## config.mk

```make
export PLATFORM = sky130hd
export DESIGN_NAME = hex_probe_display
export DESIGN_NICKNAME = d
export VERILOG_FILES = /design/src/rtl/hex_probe_pkg.sv /design/src/rtl/hex_probe_display_btn_debounce.sv /design/src/rtl/hex_probe_display.sv
export SDC_FILE = /design/constraint.sdc
export NUM_CORES = 1
export LEC_CHECK = 0
export ABC_AREA = 1
export ABC_CLOCK_PERIOD_IN_PS = 4400
export BUFFER_PORTS_ARGS = -buffer_cell sky130_fd_sc_hd__buf_2
export CAP_MARGIN = 5
export CORE_ASPECT_RATIO = 1.75
export CORE_MARGIN = 2
export CORE_UTILIZATION = 59
export CTS_BUF_LIST = sky130_fd_sc_hd__clkbuf_16
export CTS_CLUSTER_SIZE = 25
export DETAILED_ROUTE_END_ITERATION = 7
export MAX_ROUTING_LAYER = met4
export PLACE_DENSITY = 0.87
export SLEW_MARGIN = 20
export SYNTH_ARGS = -nofsm -noshare
export SYNTH_HDL_FRONTEND = slang
export SYNTH_SLANG_ARGS = --single-unit
```

## constraint.sdc

```tcl
create_clock -name clk -period 4.4 [get_ports clk]
set_input_delay 0.44 -clock clk [delete_from_list [all_inputs] [get_ports clk]]
set_output_delay 0.44 -clock clk [all_outputs]
set_load 0.05 [all_outputs]
```

## src/rtl/hex_probe_pkg.sv

```systemverilog
// rtl/hex_probe_pkg.sv - shared types, seven-segment font and default parameters for hex_probe_display
package hex_probe_pkg;

    typedef logic [6:0] seg7_t;

    localparam int DEF_NUM_CH          = 4;
    localparam int DEF_NUM_DIGITS      = 8;
    localparam int DEF_DEBOUNCE_CYCLES = 500000;
    localparam int DEF_STEP_DIV        = 25000000;

    // Active-low segments, bit 0 = a ... bit 6 = g, indexed by nibble value.
    localparam seg7_t SEG_FONT [16] = '{
        7'b1000000, 7'b1111001, 7'b0100100, 7'b0110000,
        7'b0011001, 7'b0010010, 7'b0000010, 7'b1111000,
        7'b0000000, 7'b0010000, 7'b0001000, 7'b0000011,
        7'b1000110, 7'b0100001, 7'b0000110, 7'b0001110
    };

endpackage

```

## src/rtl/hex_probe_display_btn_debounce.sv

```systemverilog
// rtl/hex_probe_display_btn_debounce.sv - button synchronizer, debounce counter and press pulse
module btn_debounce #(
    parameter int DEBOUNCE_CYCLES = 500000
) (
    input  logic clk,
    input  logic reset_n,
    input  logic btn_n,
    output logic press
);

    localparam int CW = $clog2(DEBOUNCE_CYCLES);

    // Synchronizer holds the pressed (active-high) sense so its cleared state means released.
    logic [1:0]    sync;
    logic          level_n;
    logic [CW-1:0] cnt;

    always_ff @(posedge clk or negedge reset_n) begin
        if (!reset_n) begin
            sync    <= '0;
            level_n <= 1'b1;
            cnt     <= '0;
            press   <= 1'b0;
        end else begin
            sync  <= {sync[0], ~btn_n};
            press <= 1'b0;
            if (sync[1] != level_n) begin
                cnt <= '0;
            end else if (cnt == CW'(DEBOUNCE_CYCLES - 1)) begin
                cnt     <= '0;
                level_n <= ~level_n;
                press   <= level_n;
            end else begin
                cnt <= cnt + CW'(1);
            end
        end
    end

endmodule

```

## src/rtl/hex_probe_display.sv

```systemverilog
// rtl/hex_probe_display.sv - selects one of several 32-bit probe channels for a seven-segment display and generates a debug step enable
module hex_probe_display
    import hex_probe_pkg::*;
#(
    parameter int NUM_CH          = DEF_NUM_CH,
    parameter int NUM_DIGITS      = DEF_NUM_DIGITS,
    parameter int DEBOUNCE_CYCLES = DEF_DEBOUNCE_CYCLES,
    parameter int STEP_DIV        = DEF_STEP_DIV
) (
    input  logic                      clk,
    input  logic                      reset_n,
    input  logic [NUM_CH*32-1:0]      probe,
    input  logic                      btn_sel_n,
    input  logic                      btn_step_n,
    input  logic                      mode_run,
    input  logic                      freeze,
    output logic [NUM_DIGITS*7-1:0]   hex,
    output logic [$clog2(NUM_CH)-1:0] ch_sel,
    output logic                      step_en
);

    localparam int CH_W  = $clog2(NUM_CH);
    localparam int DIV_W = $clog2(STEP_DIV);

    logic             sel_press;
    logic             step_press;
    logic [31:0]      disp_val;
    logic             mode_q;
    logic             mode_chg;
    logic [DIV_W-1:0] div;
    logic             step_q;

    btn_debounce #(.DEBOUNCE_CYCLES(DEBOUNCE_CYCLES)) u_sel_btn (
        .clk     (clk),
        .reset_n (reset_n),
        .btn_n   (btn_sel_n),
        .press   (sel_press)
    );

    btn_debounce #(.DEBOUNCE_CYCLES(DEBOUNCE_CYCLES)) u_step_btn (
        .clk     (clk),
        .reset_n (reset_n),
        .btn_n   (btn_step_n),
        .press   (step_press)
    );

    always_ff @(posedge clk or negedge reset_n) begin
        if (!reset_n) begin
            ch_sel   <= '0;
            disp_val <= '0;
        end else begin
            if (sel_press && !freeze)
                ch_sel <= (ch_sel == CH_W'(NUM_CH - 1)) ? '0 : ch_sel + CH_W'(1);
            if (!freeze)
                disp_val <= probe[{ch_sel, 5'd0} +: 32];
        end
    end

    for (genvar i = 0; i < NUM_DIGITS; i++) begin : g_digit
        assign hex[7*i +: 7] = SEG_FONT[disp_val[4*i +: 4]];
    end

    assign mode_chg = mode_run ^ mode_q;

    // The divider restarts from 0 whenever the mode flips or manual mode is active.
    always_ff @(posedge clk or negedge reset_n) begin
        if (!reset_n) begin
            mode_q <= 1'b0;
            div    <= '0;
            step_q <= 1'b0;
        end else begin
            mode_q <= mode_run;
            step_q <= step_press & ~mode_run;
            if (mode_chg || !mode_run || div == DIV_W'(STEP_DIV - 1))
                div <= '0;
            else
                div <= div + DIV_W'(1);
        end
    end

    assign step_en = reset_n && !mode_chg &&
                     (mode_run ? (div == DIV_W'(STEP_DIV - 1)) : step_q);

endmodule

```

# ---- Yosys cells after proc, flatten, opt, wreduce, memory -nomap -nowiden
# Memories as Yosys holds them, arrays and structs flattened.
# Cells that the tools add are included.
dict set report totals {
  word_cells 94
  n_memories 8
  input_bits 134
  output_inout_bits 59
  reg_bits 107
  mem_bits_ro 896
}
# memory depth word_bits rd rd_clocked_by_memory_dff wr line_no
set mem_list {}
lappend mem_list {{(name not given)} 16 7 1 0 0 hex_probe_display.sv:60} ;# assign hex[7*i +: 7] = SEG_FONT[disp_val[4*i +: 4]];
lappend mem_list {{(name not given)} 16 7 1 0 0 hex_probe_display.sv:60}
lappend mem_list {{(name not given)} 16 7 1 0 0 hex_probe_display.sv:60}
lappend mem_list {{(name not given)} 16 7 1 0 0 hex_probe_display.sv:60}
lappend mem_list {{(name not given)} 16 7 1 0 0 hex_probe_display.sv:60}
lappend mem_list {{(name not given)} 16 7 1 0 0 hex_probe_display.sv:60}
lappend mem_list {{2 more memories} -- -- -- -- -- --}
dict set report classes {
  n_mux 27
  bitwise 17
  addsub 4
  shift 1
  magnitude_cmp 8
  n_eq_ne 6
  reduce_logical 10
}
# cell n
set ops {}
lappend ops {{$shiftx A128 B8 Y32} 1}
lappend ops {{$mux W7} 16}
lappend ops {{$mux W19} 4}
lappend ops {{$ge A5 B5 Y1 const B} 8}
lappend ops {{$not A4 Y5} 8}
lappend ops {{$add A19 B1 Y19 const B} 2}
lappend ops {{$eq A19 B19 Y1 const B} 2}
lappend ops {{$add A25 B1 Y25 const B} 1}
lappend ops {{$eq A25 B25 Y1 const B} 1}
lappend ops {{$mux W25} 1}
lappend ops {{$not A1 Y1} 7}
lappend ops {{$mux W1} 5}
lappend ops {{$reduce_and A2 Y1} 2}
lappend ops {{$logic_and A1 B1 Y1} 3}
lappend ops {{$logic_not A1 Y1} 3}
lappend ops {{$add A2 B1 Y2 const B} 1}
lappend ops {{$eq A2 B2 Y1 const B} 1}
lappend ops {{$logic_or A1 B1 Y1} 2}
lappend ops {{$mux W2} 1}
lappend ops {{$ne A1 B1 Y1} 2}
lappend ops {{$and A1 B1 Y1} 1}
lappend ops {{$xor A1 B1 Y1} 1}

# ---- Longest topological paths before layout
# Gate-level depths: netlist of run 1.
dict set report depth {
  word_depth 4
  mapped_depth 9
  ltp_nobuf 9
}

# ---- Cells and area by module
# Synthesis of run 1 repeated with hierarchy kept, for this count alone.
dict set report unflattened {
  cells_unflattened 1146
  area_unflattened_um2 7880.1
}
# mod instances cells_per_inst area_per_inst_um2 seq_area_each_um2
set modules_own_cells {}
lappend modules_own_cells {hex_probe_display 1 842 5422.7 1526.5}
lappend modules_own_cells {btn_debounce 2 152 1228.7 576.8}

# ---- Least setup slack after synthesis of run 1
# OpenSTA, ideal clock, no wires.
dict set report synth_timing {
  kind {flip-flop to output port}
  start {register disp_val[21]}
  end {output port hex[37]}
  path_slack_ps 2046
  t_required_ps 3960
  stages_incl_launch_ff 4
  arrival_ps 1914
  n_path_buf 0
  cell_sequence {dfrtp_1 inv_1 ha_1 o31ai_1}
}
dict set report synth_between {
  elab_chain_cells 4
}
# item line_no
set synth_rtl {}
lappend synth_rtl {{start: declaration} hex_probe_display.sv:27} ;# logic [31:0] disp_val;
lappend synth_rtl {{start signal: assignment} hex_probe_display.sv:55} ;# disp_val <= probe[{ch_sel, 5'd0} +: 32];
lappend synth_rtl {{$not A4 Y5 (implied by the code)} hex_probe_display.sv:60}
lappend synth_rtl {{$mem_v2 Z16 W7} --}
lappend synth_rtl {{$mux W7 (implied by the code) (2 in series)} hex_probe_display.sv:60}
lappend synth_rtl {{end: declaration} hex_probe_display.sv:17} ;# output logic [NUM_DIGITS*7-1:0] hex,
# No other way between the ends. The select of a mux whose other input is x is not followed.

# ---- Final worst setup path of run 1
dict set report layout_timing {
  start {register disp_val[12]}
  end {output port hex[24]}
}
# The elaborated chain is that of the path after synthesis.

==> flow_metrics.py, run 1 <==
metrics = {
    "logic_synthesis": {
        "synthArstFlopShare_pct": 100,
        "netlist.area_leader.share_pct": 33.0,
        "yosysUniqueCellTypes": 34,
        "dominant_register_cell_in_the_synthesized_netlist": "dfrtp_1",
        "most_frequent_cell_after_synthesis": "nand2_1",
        "synth_cells": 1194,
        "ys_seq_elements": 107,
        "seq_area_frac_synth_pct": 33.7,
        "synth.yosys.warnings": 0,
        "ys_top_cells_by_area": "dfrtp_1, nand2_1, nor2_1, ha_1, o21ai_0",
        "syn-cell-area_um2": 7960,
        "yosys.area.top_type": "dfrtp_1",
        "synth.cells.most_frequent": "nand2_1, nor2_1, o21ai_0",
        "syn_nets": 1381,
        "synth_edf_count": 0,
        "avgSynthCellArea_um2": 6.66,
    },
    "grt": {
        "globalRouteTotalUtil_pct": 30.0,
        "antenna_violations_before_repair": 0,
        "first_global_vias": 7863,
        "global_route_wire_length_before_repair_um": 34600,
        "grt-ovfl-total": 0,
        "grt_max_degree": 68,
    },
    "floorplanning": {
        "start_util_pct": 59.8,
        "core.rowCount": 56,
        "die_h_um": 158,
        "die-area_um2": 14500,
        "fp.coreArea_um2": 13300,
        "chipWidth_um": 91.8,
        "io_pins": 193,
    },
    "critical_path": {
        "timing.critical_path.to_type": "output port",
        "critical_path_required_ns": 3.96,
        "path_common_cell": "o21ai_0",
        "slowest_stage": "dfrtp_1",
        "setup.worst_path.class": "reg -> out",
        "worst_path_largest_cell_delay_ns": 0.40,
        "cp_top_family": "buffers and inverters",
        "timing.critical_path.cells": "inv_1, ha_1, o21ai_0, nand2_1, o21ai_0, buf_2",
        "setup.worst_path.start_class": "register",
        "critPathBufInv": 2,
        "worstPathMaxFanout": 7,
        "cp_data_arrival_time_ns": 1.85,
    },
    "placed_design": {
        "dp.cells": 1518,
        "place_area_um2": 8930,
        "io_buffer_count": 192,
        "dp.final_hpwl_um": 15900,
        "gp_congestion": 0.922,
    },
    "routing": {
        "route.detailed.drc": 0,
        "drt_iter0_markers": 419,
        "vias_per_cell": 5.46,
        "totalWireLength_um": 21500,
        "route.detailed.wl_per_inst_um": 14.0,
        "routed-via-count": 8374,
        "firstDrtPassIters": 5,
        "count_of_antenna_violating_nets_left_after_detailed_routing": 0,
    },
    "final_layout": {
        "design_area_um2": 9240,
        "syn_to_final_growth_pct": 16.1,
        "antenna_cells_inserted": 0,
        "layout-drive-gt1-share_pct": 16.5,
        "multi_input_area_um2": 4640,
        "finalNonFillerCells": 1534,
        "design.final.nets": 1542,
        "filler_cell_count": 1194,
        "register_area_um2": 2680,
    },
    "clocking": {
        "clk_latency_ns": 0.35,
        "cts_root_buffer": "clkbuf_16",
        "clock_sink_count": 107,
        "cts-htree-levels": 3,
        "clk_pin_slew_worst_paths_ns": 0.08,
        "hold_buffers": 0,
        "clk_path_buf_depth": 2,
        "ctsResizeCount": 0,
        "cts-buffers-inserted": 9,
        "tritoncts": "yes",
        "post_cts_setup_repair_bufs": 0,
    },
    "job": {
        "drv.max_cap_violation_count": 0,
    },
    "sta": {
        "setup_viol": 0,
        "worst_margin_pin_slew_ns": 1.06,
        "slew_headroom_pct": 28.7,
        "unrepaired_setup_endpoints_after_global_routing": "false",
        "slew_violations": 0,
        "min_clock_period_post_route_ns": 2.29,
        "hold_viol": 0,
        "final.period_utilization_pct": 52.1,
        "achievable-frequency_ghz": 0.436,
        "fin_skew_ns": 0.0101,
        "setup_tns_ns": 0,
    },
    "min_path": {
        "hold_path.class": "in -> async",
    },
    "power_and_ir_drop": {
        "power-per-cell-area_nw_per_um2": 285,
        "vdd_ir_drop_max_uv": 242,
        "power.static_leakage_nw": 4.46,
    },
    "status": {
        "outcome": "finished, final reports clean",
    },
}
[worst paths after layout]
| path | from | end | slack [ns] | depth (start not counted) |
|---|---|---|---|---|
| min in group clk | btn_step_n | u_step_btn.sync[0] | 0.22 | 2 |
| setup reg to reg | ch_sel[1] | disp_val[8] | 2.39 | 5 |
| hold / removal | reset_n | disp_val[20] | 0.16 | 1 |
| max in group asynchronous | reset_n | u_sel_btn.cnt[5] | 3.16 | 2 |
| setup / recovery | disp_val[12] | hex[24] | 2.11 | 6 |
| hold reg to reg | u_sel_btn.sync[0] | u_sel_btn.sync[1] | 0.35 | 0 |
[flip-flops by register name, summed over array words and instances (netlist names)]
| register | cells |
|---|---|
| u_sel_btn.level_n | 1 |
| mode_q | 1 |
| u_step_btn.sync | 2 |
| ch_sel | 2 |
| step_q | 1 |
| u_sel_btn.cnt | 19 |
| div | 25 |
| u_step_btn.press | 1 |
| u_step_btn.cnt | 19 |
| u_sel_btn.sync | 2 |
| disp_val | 32 |
| u_sel_btn.press | 1 |
| u_step_btn.level_n | 1 |
[stage by stage]
stage | utilization, % | total power, mW | worst slack (ns) | hold slack, ns
final | 69.4 | 2.64 | 2.11 | 0.160
after global routing | 69.4 | 2.75 | 1.98 | 0.224
after CTS | 69.4 | 2.64 | 2.10 | 0.187
after detailed placement | 67.1 | 1.83 | 2.33 | 0.337
after global placement | 67.1 | 1.81 | 2.35 | 0.335
after floorplan | - | 1.61 | 2.05 | 0.144
[kinds of logic (layout without fill, tap and decap cells)]
logic type	after synthesis	in the layout	share of synthesized area, %
AOI/OAI and AO/OA	231	231	15.8
buffers and inverters	154	320	8.02
adders and majority gates	53	53	8.33
and+or+nand+nor	621	621	31.1
DFF	107	107	33.7
xor gates and xnor gates	28	28	3.08
[per-layer routing]
| layer | global-route usage, % | up-vias | routed length [um] |
|---|---|---|---|
| met5 | - | - | 0 |
| met4 | 10.7 | 0 | 493 |
| met3 | 3.95 | 41 | 866 |
| met2 | 57.1 | 266 | 11900 |
| met1 | 31.3 | 3884 | 8270 |
| li1 | - | 4183 | - |
[power by group]
| part | total (mW) | internal (mW) | switching (mW) | leakage (nW) |
|---|---|---|---|---|
| sequential | 1.06 | 1.02 | 0.0483 | 1.40 |
| clock | 0.826 | 0.446 | 0.380 | 0.148 |
| combinational | 0.745 | 0.202 | 0.543 | 2.91 |
| total | 2.64 | 1.66 | 0.971 | 4.46 |
[final cells by class]
type                       instances  area share (%)
timing repair buffer             195            10.7
multi-input combinational        933            50.2
clock inverter                     7           0.826
inverter                         109            4.43
clock buffer                       9            2.44
sequential                       107            29.0
tap                              174            2.36
[layout by cell type, fill, tap and decap left out, drive strengths merged, types with 2 or more instances in the layout]
master / netlist / final
o21ai: 130 / 130
xnor2: 9 / 9
nor2: 267 / 267
o22ai: 33 / 33
nand3: 53 / 53
o211ai: 4 / 4
o21bai: 2 / 2
inv: 105 / 107
xor2: 19 / 19
nor3: 7 / 7
clkbuf: 27 / 9
dfstp: 2 / 2
a32o: 4 / 4
buf: 18 / 195
nor3b: 3 / 3
o31ai: 4 / 4
nand4: 8 / 8
ha: 53 / 53
a32oi: 4 / 4
a21oi: 49 / 49
nand2: 281 / 281
clkinv: 4 / 7
dfrtp: 105 / 105
Note: power is estimated with default switching activity, not from simulation.
==> run 2: changes to the inputs <==
Settings changed: ABC_CLOCK_PERIOD_IN_PS 4400 to 1920, CORE_UTILIZATION 59 to 50, PLACE_DENSITY 0.87 to 0.78.
Clock period 4.4 ns to 1.92 ns, I/O delays scaled along.
==> run 2 against run 1 <==
  * Clock skew shrank 0.0028 ns
  * Clock-buffer cell count unchanged
  * Critical path depth down 1
  * Sequential power is 130% higher
  * Non-clock buffer count rose by 33
  * Design area increased by 6.4%
  * Via count is 1.8% higher
  * Total power is 140% higher
  * Flip-flop and latch count unchanged
  * Setup slack got worse by 2.1 ns
  * Critical path type unchanged
  * Critical endpoint is now hex[41]
  * Highest routed layer unchanged
==> flow_metrics.py, run 2 (synthesis results as in run 1) <==
metrics = {
    "placed_design": {
        "gp_congestion": 0.995,
        "dp.final_hpwl_um": 17400,
        "place_area_um2": 9100,
        "io_buffer_count": 192,
    },
    "sta": {
        "setup_viol": 0,
        "slew_headroom_pct": 61.0,
        "fin_skew_ns": 0.00724,
        "achievable-frequency_ghz": 0.531,
        "setup_tns_ns": 0,
        "worst_margin_pin_slew_ns": 0.584,
        "min_clock_period_post_route_ns": 1.88,
        "final.period_utilization_pct": 98.0,
        "hold_viol": 0,
        "worst_case_hold_slack_ns": 0.219,
        "slew_violations": 0,
    },
    "critical_path": {
        "critical_path_required_ns": 1.73,
        "timing.critical_path.to_type": "output port",
        "cp_top_family": "flip-flops",
        "worst_path_largest_cell_delay_ns": 0.44,
        "slowest_stage": "dfrtp_1",
        "setup.worst_path.class": "reg -> out",
        "worstPathMaxFanout": 5,
        "timing.critical_path.cells": "inv_2, ha_1, nand2_1, a21oi_1, buf_4",
        "cp_data_arrival_time_ns": 1.69,
        "setup.worst_path.start_class": "register",
        "critPathBufInv": 2,
    },
    "floorplanning": {
        "die-area_um2": 17000,
        "die_h_um": 171,
        "io_pins": 193,
        "start_util_pct": 50.6,
        "fp.coreArea_um2": 15700,
        "core.rowCount": 61,
        "chipWidth_um": 99.4,
    },
    "final_layout": {
        "layout.cells.most_common_list": "nand2_1, nor2_1, buf_2",
        "register_area_um2": 2700,
        "multi_input_area_um2": 4770,
        "final_common_cell": "nand2_1",
        "layout-drive-gt1-share_pct": 22.2,
        "largest_register_ffs": 32,
        "final_util_pct": 62.5,
        "largest_registers": "disp_val: 32 flops, div: 25 flops",
        "design_area_um2": 9820,
        "regMostFlops": "disp_val",
        "design.final.nets": 1575,
        "filler_cell_count": 1465,
        "syn_to_final_growth_pct": 23.4,
    },
    "clocking": {
        "tritoncts": "yes",
        "clk_path_buf_depth": 2,
        "clk_pin_slew_worst_paths_ns": 0.07,
        "clock_sink_count": 107,
        "clk_latency_ns": 0.36,
        "cts-buffers-inserted": 9,
        "cts_root_buffer": "clkbuf_16",
        "cts-htree-levels": 3,
    },
    "grt": {
        "globalRouteTotalUtil_pct": 27.6,
        "grt_max_degree": 108,
        "grt-ovfl-total": 0,
        "antenna_violations_before_repair": 2,
        "first_global_vias": 8096,
        "global_route_wire_length_before_repair_um": 36900,
    },
    "min_path": {
        "hold_path.class": "in -> reg",
    },
    "routing": {
        "route.detailed.wl_per_inst_um": 14.6,
        "count_of_antenna_violating_nets_left_after_detailed_routing": 0,
        "route.detailed.drc": 0,
        "totalWireLength_um": 23100,
        "vias_per_cell": 5.38,
        "drt_iter0_markers": 358,
        "firstDrtPassIters": 6,
        "routed-via-count": 8525,
    },
    "status": {
        "outcome": "finished, final reports clean",
    },
    "power_and_ir_drop": {
        "vdd_ir_drop_max_uv": 499,
        "p_total_mw": 6.23,
        "power-per-cell-area_nw_per_um2": 635,
        "power.static_leakage_nw": 4.64,
    },
    "job": {
        "drv.max_cap_violation_count": 0,
    },
}
-- run 2: cell type report --
class,instances,share of cell area [%]
timing repair buffer,228,14.1
clock inverter,7,0.688
inverter,109,4.45
clock buffer,9,2.29
multi-input combinational,933,48.6
tap,189,2.41
antenna,2,0.0510
sequential,107,27.4
-- run 2: path summary, 6_finish.rpt --
path                                    start                  to  slack [ns]  cells past startpoint
setup reg to reg             u_sel_btn.cnt[0]   u_sel_btn.cnt[16]        0.33                      8
setup / recovery                 disp_val[21]             hex[41]        0.04                      5
hold / removal                      probe[29]        disp_val[29]        0.22                      5
max in group asynchronous             reset_n         disp_val[5]        0.98                      3
hold reg to reg            u_step_btn.sync[0]  u_step_btn.sync[1]        0.35                      0
min in group asynchronous             reset_n             div[24]        0.45                      3
-- run 2: power breakdown --
group	internal (mW)	switching [mW]	leakage, nW
combinational	0.598	1.32	3.11
sequential	2.33	0.124	1.39
clock	1.01	0.853	0.145
total	3.94	2.29	4.64
-- run 2: routing by layer --
metal | vias up | part of all wire (%) | GRT usage [%] | wire length (um)
met3 | 82 | 5.7 | 5.15 | 1310
met1 | 3924 | 37 | 27.2 | 8480
met5 | - | 0 | - | 0
met2 | 285 | 53 | 51.3 | 12200
li1 | 4234 | - | - | -
met4 | 0 | 4.7 | 13.0 | 1080
-- run 2: worst register-to-register path, delay by kind of cell (launching register included) --
kind	cells	cell delay (ns)
DFF	1	0.38
and+or+nand+nor	7	0.85
adders and majority gates	1	0.24
-- run 2: metrics by stage --
stage | std cells | worst slack, ns
2_1_floorplan | 1194 | 0.0305
5_1_grt | 1584 | -0.0245
3_3_place_gp | 1545 | 0.223
6_report | 1584 | 0.0380
3_5_place_dp | 1545 | 0.194
4_1_cts | 1568 | 0.000806
-- run 2: what timing repair did --
| action | 4_1_cts | 5_1_grt |
|---|---|---|
| endpoints found under the hold margin | 108 | 0 |
| endpoints found under the setup margin | 18 | 39 |
| resized for setup | 37 | 70 |
| buffers inserted | 3 | 14 |
| hold buffers | 4 | 0 |
==> run 3: changes to the inputs <==
Settings changed: CORE_MARGIN 2 to default.
==> run 3 against run 2 <==
  * Combinational power about the same
  * Total power down 0.25%
  * First-iteration DRC count up 9.5%
  * Largest power group unchanged
  * Register-to-register slack worse by 0.03 ns
  * Critical endpoint is now hex[53]
  * Critical path type unchanged
  * Routed wire length down 2.5%
  * Non-clock buffer count down 11
  * Die area down 3.2%
  * The run now ends with negative hold slack left
  * Sequential power about the same
  * Final cell count down 0.95%
  * Sequential share of layout area up 0.22 points
==> flow_metrics.py, run 3 (synthesis results as in run 1) <==
metrics = {
    "floorplanning": {
        "chipWidth_um": 97.4,
        "start_util_pct": 51.5,
        "io_pins": 193,
        "die_h_um": 169,
        "die-area_um2": 16400,
        "fp.coreArea_um2": 15500,
        "core.rowCount": 60,
    },
    "final_layout": {
        "largest_register_ffs": 32,
        "layout.cells.most_common_list": "nand2_1, nor2_1, buf_2",
        "final_util_pct": 63.0,
        "design_area_um2": 9740,
        "layout-drive-gt1-share_pct": 21.9,
        "syn_to_final_growth_pct": 22.3,
        "final_common_cell": "nand2_1",
        "design.final.nets": 1564,
        "largest_registers": "disp_val: 32 flops, div: 25 flops",
        "regMostFlops": "disp_val",
    },
    "sta": {
        "slew_violations": 0,
        "fin_skew_ns": 0.00633,
        "hold_viol": 94,
        "worst_case_hold_slack_ns": -0.0491,
        "final.period_utilization_pct": 97.2,
        "slew_headroom_pct": 63.6,
        "achievable-frequency_ghz": 0.536,
        "unrepaired_setup_endpoints_after_global_routing": "true",
        "worst_margin_pin_slew_ns": 0.545,
        "min_clock_period_post_route_ns": 1.87,
        "setup_viol": 0,
        "final.setup.worst_slack_ns": 0.0535,
    },
    "routing": {
        "firstDrtPassIters": 7,
        "drt_iter0_markers": 392,
        "count_of_antenna_violating_nets_left_after_detailed_routing": 0,
        "routed-via-count": 8498,
        "route.detailed.wl_per_inst_um": 14.3,
        "route.detailed.drc": 0,
        "vias_per_cell": 5.42,
        "totalWireLength_um": 22500,
    },
    "placed_design": {
        "post-place-ws_ns": 0.261,
        "dp.final_hpwl_um": 17200,
        "gp_congestion": 1.02,
        "place_area_um2": 9090,
        "io_buffer_count": 192,
    },
    "clocking": {
        "clk_pin_slew_worst_paths_ns": 0.07,
        "cts-buffers-inserted": 9,
        "clock_sink_count": 107,
        "cts_root_buffer": "clkbuf_16",
        "tritoncts": "yes",
        "cts-htree-levels": 3,
        "clk_path_buf_depth": 2,
        "clk_latency_ns": 0.35,
    },
    "status": {
        "outcome": "finished with violations",
        "violations_in_the_final_reports": "negative hold slack",
    },
    "critical_path": {
        "critPathBufInv": 2,
        "reg2regPathDepth": 8,
        "worstPathMaxFanout": 9,
        "crit_start": "disp_val[31]",
        "timing.critical_path.to_type": "output port",
        "setup.worst_path.class": "reg -> out",
        "cp_data_arrival_time_ns": 1.67,
        "timing.critical_path.cells": "inv_1, nor2_1, a32o_1, buf_2",
        "worst_path_largest_cell_delay_ns": 0.52,
        "critical_path_required_ns": 1.73,
        "slowest_stage": "dfrtp_1",
        "critical_path_cell_count": 4,
        "cp_top_family": "flip-flops",
        "setup.worst_path.start_class": "register",
        "regToRegStartpoint": "u_sel_btn.cnt[0]",
    },
    "grt": {
        "grt-ovfl-total": 0,
        "antenna_violations_before_repair": 0,
        "global_route_wire_length_before_repair_um": 36400,
        "globalRouteTotalUtil_pct": 27.8,
        "first_global_vias": 8037,
        "grt_max_degree": 108,
    },
    "power_and_ir_drop": {
        "p_total_mw": 6.22,
        "internal_power_mw": 3.94,
        "power_switching_share_pct": 36.6,
        "total_switching_power_mw": 2.28,
        "power.sequential.fraction_pct": 39.5,
        "power-per-cell-area_nw_per_um2": 639,
        "clockPowerShare_pct": 29.8,
        "vdd_ir_drop_max_uv": 467,
        "power.static_leakage_nw": 4.60,
        "p_comb_share_pct": 30.7,
    },
    "job": {
        "drv.max_cap_violation_count": 0,
    },
    "min_path": {
        "hold_path.class": "in -> async",
    },
}
## run 3: cell count changes in the layout (fill, tap and decap cells not counted), sizes merged
cell	delta
buf	-9
dlygate4sd3	-2
diode	-1
## run 3: repair_timing
item                                   4_1_cts  5_1_grt
endpoints found under the hold margin        2        0
hold buffers                                 2        0
resized for setup                           36       70
setup endpoints to repair                   21       43
pin swaps                                    1        4
buffers inserted                             1        9
gates cloned                                 0        0
## run 3: final timing paths
kind | end | slack, ns
max | hex[53] | 0.05
max reg2reg | u_sel_btn.cnt[16] | 0.30
min in group clk | mode_q | 0.02
min reg2reg | u_step_btn.sync[1] | 0.36
min | u_sel_btn.cnt[17] | -0.05
max in group asynchronous | disp_val[14] | 1.53
## run 3: per-layer routing
metal  global-route usage (%)  up-vias  wire (um)
met3                     4.00       80       1100
met5                        -        -          0
met4                     13.7        0        983
met2                     52.0      317      12000
met1                     27.9     3886       8430
li1                         -     4215          -
## run 3: layout make-up
class | count | area, um^2
Fill cell | 1441 | 5730
Clock buffer | 9 | 225
Antenna cell | 1 | 2.50
Timing Repair Buffer | 217 | 1320
Inverter | 109 | 427
Sequential cell | 107 | 2690
Multi-Input combinational cell | 933 | 4770
Tap cell | 186 | 233
Clock inverter | 7 | 68.8
## run 3: power by group through the flow
stage                     logic (mW)  clock network [mW]  registers (mW)
after floorplan                 1.27                   0            2.43
after global placement          1.74                   0            2.48
after detailed placement        1.75                   0            2.48
after CTS                       1.81                1.88            2.44
after global routing            2.05                1.96            2.47
final                           1.91                1.85            2.46
## run 3: through the flow
stage          std cells  setup TNS, ns
2_1_floorplan       1194              0
3_3_place_gp        1540              0
4_1_cts             1559        -0.0307
3_5_place_dp        1540              0
5_1_grt             1568        -0.0731
6_report            1569              0
